## config.mk

```make
export PLATFORM = sky130hd
export DESIGN_NAME = ccm_out_framer
export DESIGN_NICKNAME = d
export VERILOG_FILES = /design/src/rtl/ccm_pkg.sv /design/src/rtl/ccm_byte_fifo.sv /design/src/rtl/ccm_out_framer.sv
export SDC_FILE = /design/constraint.sdc
export NUM_CORES = 1
export LEC_CHECK = 0
export ABC_AREA = 1
export CAP_MARGIN = 20
export CORE_ASPECT_RATIO = 1.75
export CORE_UTILIZATION = 30
export DETAILED_ROUTE_END_ITERATION = 7
export PLACE_DENSITY_LB_ADDON = 0.12
export SLEW_MARGIN = 20
export SYNTH_ARGS = -nofsm -noshare
export SYNTH_HDL_FRONTEND = slang
export SYNTH_SLANG_ARGS = --single-unit
```

## constraint.sdc

```tcl
create_clock -name clk -period 3.05 [get_ports clk]
set_input_delay 0.61 -clock clk [delete_from_list [all_inputs] [get_ports clk]]
set_output_delay 0.61 -clock clk [all_outputs]
set_load 0.02 [all_outputs]
```

## src/rtl/ccm_pkg.sv

```systemverilog
// rtl/ccm_pkg.sv - shared CCM constants, framer state encoding and block padding helper
package ccm_pkg;

    localparam int CCM_BLOCK_BYTES = 16;

    typedef enum logic [1:0] {
        IDLE  = 2'd0,
        RUN   = 2'd1,
        FLUSH = 2'd2
    } framer_state_t;

    // Round a byte count up to the next AES block boundary.
    function automatic logic [31:0] ccm_pad_len(input logic [31:0] len);
        return ((len + 32'(CCM_BLOCK_BYTES) - 32'd1) / 32'(CCM_BLOCK_BYTES)) * 32'(CCM_BLOCK_BYTES);
    endfunction

endpackage

```

## src/rtl/ccm_byte_fifo.sv

```systemverilog
// rtl/ccm_byte_fifo.sv - synchronous byte FIFO with combinational head read
module ccm_byte_fifo #(
    parameter int WIDTH = 8,
    parameter int DEPTH = 32
) (
    input  logic             clk,
    input  logic             reset,
    input  logic             push,
    input  logic [WIDTH-1:0] push_data,
    input  logic             pop,
    output logic             full,
    output logic             empty,
    output logic [WIDTH-1:0] head
);

    localparam int ADDR_W = $clog2(DEPTH);

    logic [WIDTH-1:0] mem [DEPTH];
    logic [ADDR_W:0]  wr_ptr;
    logic [ADDR_W:0]  rd_ptr;
    logic             wr_en;
    logic             rd_en;

    assign empty = (wr_ptr == rd_ptr);
    assign full  = (wr_ptr[ADDR_W] != rd_ptr[ADDR_W]) &&
                   (wr_ptr[ADDR_W-1:0] == rd_ptr[ADDR_W-1:0]);

    // A pop frees the slot this cycle, so a push while full still lands.
    assign wr_en = push && (!full || pop);
    assign rd_en = pop && !empty;
    assign head  = mem[rd_ptr[ADDR_W-1:0]];

    always_ff @(posedge clk) begin
        if (!reset) begin
            wr_ptr <= '0;
            rd_ptr <= '0;
        end else begin
            if (wr_en) wr_ptr <= wr_ptr + 1'b1;
            if (rd_en) rd_ptr <= rd_ptr + 1'b1;
        end
    end

    always_ff @(posedge clk) begin
        if (wr_en) mem[wr_ptr[ADDR_W-1:0]] <= push_data;
    end

endmodule

```

## src/rtl/ccm_out_framer.sv

```systemverilog
// rtl/ccm_out_framer.sv - strips CCM block padding and frames payload onto a valid/ready stream
module ccm_out_framer
    import ccm_pkg::*;
#(
    parameter int WIDTH      = 8,
    parameter int LEN_W      = 16,
    parameter int FIFO_DEPTH = 32
) (
    input  logic             clk,
    input  logic             reset,
    input  logic [LEN_W-1:0] msg_len,
    input  logic             start,
    input  logic [WIDTH-1:0] in_data,
    input  logic             in_en,
    output logic [WIDTH-1:0] out_data,
    output logic             out_valid,
    input  logic             out_ready,
    output logic             out_last,
    output logic             busy,
    output logic             done,
    output logic             overflow
);

    localparam logic [LEN_W:0] CNT_ONE = (LEN_W+1)'(1);

    framer_state_t    state;
    framer_state_t    state_nxt;
    logic [LEN_W:0]   len_q;
    logic [LEN_W:0]   pad_len_q;
    logic [LEN_W:0]   in_cnt;
    logic [LEN_W:0]   out_cnt;
    logic             fifo_full;
    logic             fifo_empty;
    logic [WIDTH-1:0] fifo_head;
    logic             payload;
    logic             pop;
    logic             drop;
    logic             flush_done;

    assign payload    = (state == RUN) && in_en && (in_cnt < len_q);
    assign pop        = !fifo_empty && out_ready;
    assign drop       = payload && fifo_full && !pop;
    assign flush_done = (state == FLUSH) && (state_nxt == IDLE);

    assign out_valid = !fifo_empty;
    assign out_data  = fifo_empty ? '0 : fifo_head;
    assign out_last  = out_valid && (out_cnt + CNT_ONE == len_q);
    assign busy      = (state != IDLE);

    ccm_byte_fifo #(
        .WIDTH (WIDTH),
        .DEPTH (FIFO_DEPTH)
    ) u_fifo (
        .clk       (clk),
        .reset     (reset),
        .push      (payload),
        .push_data (in_data),
        .pop       (pop),
        .full      (fifo_full),
        .empty     (fifo_empty),
        .head      (fifo_head)
    );

    always_ff @(posedge clk) begin
        if (!reset) state <= IDLE;
        else        state <= state_nxt;
    end

    always_comb begin
        state_nxt = state;
        case (state)
            IDLE: begin
                if (start) state_nxt = (msg_len == '0) ? FLUSH : RUN;
            end
            RUN: begin
                if (pad_len_q == '0)
                    state_nxt = FLUSH;
                else if (in_en && (in_cnt == pad_len_q - CNT_ONE))
                    state_nxt = FLUSH;
            end
            FLUSH: begin
                // Dropped bytes mean out_cnt never reaches len; the full input count closes the message instead.
                if (fifo_empty && ((out_cnt == len_q) || (in_cnt == pad_len_q)))
                    state_nxt = IDLE;
            end
            default: state_nxt = IDLE;
        endcase
    end

    always_ff @(posedge clk) begin
        if (!reset) begin
            len_q     <= '0;
            pad_len_q <= '0;
            in_cnt    <= '0;
            out_cnt   <= '0;
            overflow  <= 1'b0;
            done      <= 1'b0;
        end else begin
            done <= flush_done;
            if (state == IDLE && start) begin
                len_q     <= {1'b0, msg_len};
                pad_len_q <= (LEN_W+1)'(ccm_pad_len(32'(msg_len)));
                in_cnt    <= '0;
                out_cnt   <= '0;
                overflow  <= 1'b0;
            end else begin
                if (state == RUN && in_en) in_cnt  <= in_cnt + CNT_ONE;
                if (pop)                   out_cnt <= out_cnt + CNT_ONE;
                if (drop)                  overflow <= 1'b1;
            end
        end
    end

endmodule
```

; Word level (Yosys, flattened, before mapping)
; Memory sizes are Yosys's and may differ from the RTL's. A register that Yosys moved wholly into a read port is not among the register bits.
; Cells that the tools add are included.
[totals]
memories = 1
reg_bits = 79
input_bits = 29
word_cells = 63
mem_bits_rw = 256
[memory_table]
columns = name, depth, width, rd, rd_clocked_by_memory_dff, write_ports, line
row1 = u_fifo.mem, 32, 8, 1, 1, 1, ccm_byte_fifo.sv:18  ; logic [WIDTH-1:0] mem [DEPTH];
[op_classes]
n_lt_le_gt_ge = 1
add_sub_neg = 7
bitwise = 1
muxes = 11
eq_ne = 9
n_reduce_logical = 24
[ops]
columns = cell, n
row1 = $add A17 B1 Y17 const B, 2
row2 = $eq A17 B16 Y1, 2
row3 = $eq A17 B17 Y1, 2
row4 = $sub A17 B1 Y17 const B, 2
row5 = $add A16 B5 Y17 const B, 1
row6 = $logic_not A17 Y1, 1
row7 = $lt A17 B16 Y1, 1
row8 = $logic_not A16 Y1, 1
row9 = $logic_and A1 B1 Y1, 13
row10 = $add A6 B1 Y6 const B, 2
row11 = $mux W2, 5
row12 = $mux W5, 2
row13 = $mux W8, 1
row14 = $eq A6 B6 Y1, 1
row15 = $pmux W2 S3, 1
row16 = $eq A5 B5 Y1, 1
row17 = $logic_not A2 Y1, 2
row18 = $logic_not A1 Y1, 3
row19 = $eq A2 B1 Y1 const B, 1
row20 = $eq A2 B2 Y1 const B, 1
row21 = $logic_or A1 B1 Y1, 2
row22 = $mux W1, 2
row23 = $reduce_bool A2 Y1, 1
row24 = $reduce_or A2 Y1, 1
row25 = other kinds (2), 2

; Depth between registers and ports, before layout
[logic_depth]
depth_word = 8
mapped_depth = 14

; Modules after synthesis
; From an unflattened synthesis, not the netlist that was laid out.
[unflattened]
hier_cells = 1691
area_unflattened_um2 = 15884.0
[modules_own_cells]
columns = mod, instances, cells_per_inst, seq_area_each_um2, area_each_um2
row1 = ccm_byte_fifo, 1, 1005, 8027.7, 11350.9
row2 = ccm_out_framer, 1, 686, 1341.3, 4533.1

; Least setup slack after synthesis
; No wires, ideal clock.
[synth_timing]
path_kind = reg-to-reg
start = register len_q[4]
end = memory u_fifo.mem[31][0] (enable)
stages_incl_launch_ff = 11
synth_period_minus_slack_ns = 2.474
setup_time_ns = 0.383
t_arrival_ns = 2.091
path_buffers = 0
path_slack_ns = 0.576
path_cell_list = dfxtp_1 > inv_1 > ha_1 > a21o_1 > o21ai_0 > nand2_1 > nand2_1 > nand4_1 > nor2_2 > nand2_2 > nor3_1
[synth_between]
elab_chain_len = 5
[synth_lines]
columns = item, line
row1 = from (decl), ccm_out_framer.sv:28  ; logic [LEN_W:0] len_q;
row2 = from (signal assigned), ccm_out_framer.sv:101  ; len_q <= {1'b0, msg_len};
row3 = $lt A17 B16 Y1, ccm_out_framer.sv:40  ; assign payload = (state == RUN) && in_en && (in_cnt < len_q);
row4 = $logic_and A1 B1 Y1, ccm_out_framer.sv:40
row5 = $logic_and A1 B1 Y1, ccm_byte_fifo.sv:29  ; assign wr_en = push && (!full || pop);
row6 = $mux W1, ccm_byte_fifo.sv:44  ; if (wr_en) mem[wr_ptr[ADDR_W-1:0]] <= push_data;
row7 = $mux W1 (not written as such), ccm_byte_fifo.sv:44
row8 = to (decl), ccm_byte_fifo.sv:18
; No other way between the ends.

; Worst setup path after layout
[layout_timing]
start = register out_cnt[0]
end = output out_last
[layout_between]
elab_chain_len = 3
[layout_lines]
columns = item, line
row1 = from (decl), ccm_out_framer.sv:31  ; logic [LEN_W:0] out_cnt;
row2 = from (signal assigned), ccm_out_framer.sv:108  ; if (pop) out_cnt <= out_cnt + CNT_ONE;
row3 = $add A17 B1 Y17, ccm_out_framer.sv:47  ; assign out_last = out_valid && (out_cnt + CNT_ONE == len_q);
row4 = $eq A17 B16 Y1, ccm_out_framer.sv:47
row5 = $logic_and A1 B1 Y1, ccm_out_framer.sv:47
row6 = to (decl), ccm_out_framer.sv:18  ; output logic out_last,
; No other way between the ends.

==> flow_metrics.tcl <==
set metrics [dict create \
    leakage_nw 6.90 \
    finalCritPeriodShare 1.02 \
    place_hpwl_um 32000 \
    ys_seq_elements 340 \
    clockBufferDepth 3 \
    post_dp_cell_area_mm2 0.0175 \
    whs_ps 498 \
    drive_above_1_share 0.205 \
    cpLargestDelayFamily "simple AND/OR/NAND/NOR gates" \
    dieArea_mm2 0.0521 \
    p_per_area_mw_per_mm2 624 \
    clock_sinks 340 \
    synthFlopType "edfxtp_1" \
    cp-start-kind "flop" \
    routedWlPerCell_um 20.2 \
    yosys_warnings 0 \
    regToRegSetupSlack_ps 240 \
    crit_slowest_cell "dfxtp_2" \
    synth_edf_count 256 \
    clk_root_buffer_cell "clkbuf_16" \
    area_growth_pct 27.1 \
    grt_pass1_wl_um 70800 \
    dr.first_iter.drc_count 719 \
    rsz0062_at_grt "true" \
    nets 1748 \
    fin_setup_tns_ps -46.8 \
    fp.dieW_um 173 \
    drt_wl_total_um 48200 \
    status "finished with violations" \
    worst_slack_ps -46.8 \
    std_cell_rows 109 \
    finalHoldViolations 0 \
    finalSetupViolCount 1 \
    overflow 0 \
    final_common_cell "edfxtp_1" \
    core_region_area_mm2 0.0505 \
    place_congestion 0.823 \
    path_cells "ha_4 > nand2_4 > nor2_4 > buf_6 > nand3_2 > nand3_2 > nand2_1 > nor2_1 > nand4_1 > nor2_1 > nand4_1 > nor2_2 > buf_6" \
    violations "negative setup slack" \
    route.detailed.drc 0 \
    cts_tree "built" \
    worst_pin_slew_ps 494 \
    syn_area_per_cell_um2 10.3 \
    vias_per_cell 4.87 \
    syn_nets 1550 \
    pin_count 42 \
    path_buf_inv 2 \
    cts_hold_buf 0 \
    period_minus_slack_ps 3100 \
    cts_inserted_buffers 36 \
    chipHeight_um 301 \
    ant_nets 0 \
    final_cell_mix "edfxtp_1 (256), nor2_1 (233), nand2_1 (186)" \
    path_clk_slew_ps 60 \
    vias 11600 \
    io_buffer_count 41 \
    fin_area_mm2 0.0195 \
    synth_seq_area_share 0.611 \
    track_usage 0.183 \
    grt_start_max_net_pins 33 \
    maxCapViolations 0 \
    async_flop_share 0 \
    initial_core_util 0.304 \
    num_antenna_cells 0 \
    crit_fanout 5 \
    slew_viol_final 0 \
    synth_area_mm2 0.0153 \
    grt_pass1_vias 11700 \
    clk_latency_ps 540 \
    netlist_instances 1497 \
    ir_drop_v 0.000309 \
    antenna_found_initial 0 \
    fmax_mhz 323 \
    critPathMaxStageDelay_ps 350 \
    hp-class "flop to flop" \
    criticalPathCategory "flop to output pin" \
    htreeDepth 2 \
    crit_required_ps 2440 \
    max_slew_margin 0.671 \
    ys_types 47 \
    critPathCaptureType "output pin" \
    cp.arrival_ps 2490 \
    clock_skew_ps 31.7 \
    first_pass_iters 5 \
]
## state kept, by name, indices dropped and copies added, names as in the netlist, 2 cells and up, named ones only
name	count
in_cnt	17
len_q	16
out_cnt	17
pad_len_q	13
state	2
u_fifo.mem	256
u_fifo.rd_ptr	6
u_fifo.wr_ptr	6
## logic make-up after synthesis
logic type / share of synthesized area
AOI/OAI and AO/OA: 0.116
xor gates and xnor gates: 0.0227
adders and majority gates: 0.0196
buffers and inverters: 0.0457
DFF: 0.611
muxes: 0.0196
and+or+nand+nor: 0.166
## power by group
part / internal [mW] / total (mW) / switching, mW
clock: 2.34 / 4.20 / 1.86
combinational: 1.18 / 2.81 / 1.63
sequential: 5.06 / 5.15 / 0.0879
## per-stage QoR
| step | instances | util | power [mW] | worst slack (ps) |
|---|---|---|---|---|
| 6_report | 2385 | 0.386 | 12.2 | -46.8 |
| 5_1_grt | 2385 | 0.386 | 12.7 | -206 |
| 4_1_cts | 2358 | 0.374 | 12.0 | -180 |
| 3_5_place_dp | 2286 | 0.347 | 7.50 | -265 |
| 3_3_place_gp | 2286 | 0.347 | 7.49 | -259 |
| 2_1_floorplan | 1497 | - | 6.47 | 576 |
## cell type report
class                   count  area, um^2
clock inverters            18         150
clock buffers              44         931
fillers                  5065       31000
multi-input cells         980        5570
flip-flops and latches    340        9380
well taps                 666         833
inverters                 114         444
repair buffers            223        2180
## layer usage
| metal | share of wire | track usage | vias to the layer above |
|---|---|---|---|
| li1 | - | - | 5672 |
| met4 | 0.049 | 0.0874 | 0 |
| met1 | 0.35 | 0.178 | 5616 |
| met5 | 0 | 0 | - |
| met3 | 0.032 | 0.0217 | 97 |
| met2 | 0.57 | 0.374 | 230 |
## worst register-to-register path: stages (launching register included)
cell     delay [ps]
dfxtp_1         360
inv_1            80
ha_1            310
a21oi_1         170
a31oi_1         100
nor2_1          130
buf_4           150
nand4_1         150
nor2_2          330
nand2_2         290
nor3_1          210
buf_4           220
## cell usage after synthesis, types with 2 or more instances
library cell  number  area share
nand2_2            8      0.0033
clkinv_1           3     0.00073
o211ai_1          31       0.015
nand2_1          195       0.048
o21ai_1            4      0.0013
ha_1              24       0.020
mux2i_1           30       0.020
nand3_1           77       0.025
xor2_1            23       0.013
nand3b_1           3      0.0015
inv_1            100       0.024
o21ai_0          141       0.046
nand3_2            5      0.0033
clkbuf_1          32      0.0078
o32ai_1            9      0.0051
nor3_2             3      0.0020
nor4_1             3      0.0012
o22ai_1           16      0.0065
o21a_1             3      0.0015
xnor2_1           15      0.0086
o31ai_1            2     0.00098
nor2_2             9      0.0037
inv_2              9      0.0022
a21oi_1           43       0.014
buf_2             20      0.0065
a31oi_1            9      0.0037
nor3b_1            2     0.00098
o221ai_1          30       0.017
buf_1             10      0.0024
nor2_1           251       0.061
a211oi_1           5      0.0024
nand4_1           15      0.0061
a21oi_2            2      0.0011
nor3_1            10      0.0033
nor2_4             5      0.0037
edfxtp_1         256        0.50
dfxtp_1           84        0.11
## timing repair
action / 4_1_cts / 5_1_grt
pin swaps: 16 / 53
resized for setup: 85 / 110
endpoints found under the setup margin: 9 / 9
setup buffers: 6 / 28
cloned: 5 / 4
hold endpoints to repair: 0 / 0
## path summary, 6_finish.rpt
check,start,end,cells after the start
hold reg to reg,u_fifo.wr_ptr[5],u_fifo.wr_ptr[5],2
setup / recovery,out_cnt[0],out_last,13
setup reg to reg,len_q[12],u_fifo.mem[31][3],11
hold / removal,u_fifo.wr_ptr[5],u_fifo.wr_ptr[5],2
Power figures use the tool's default switching activity.
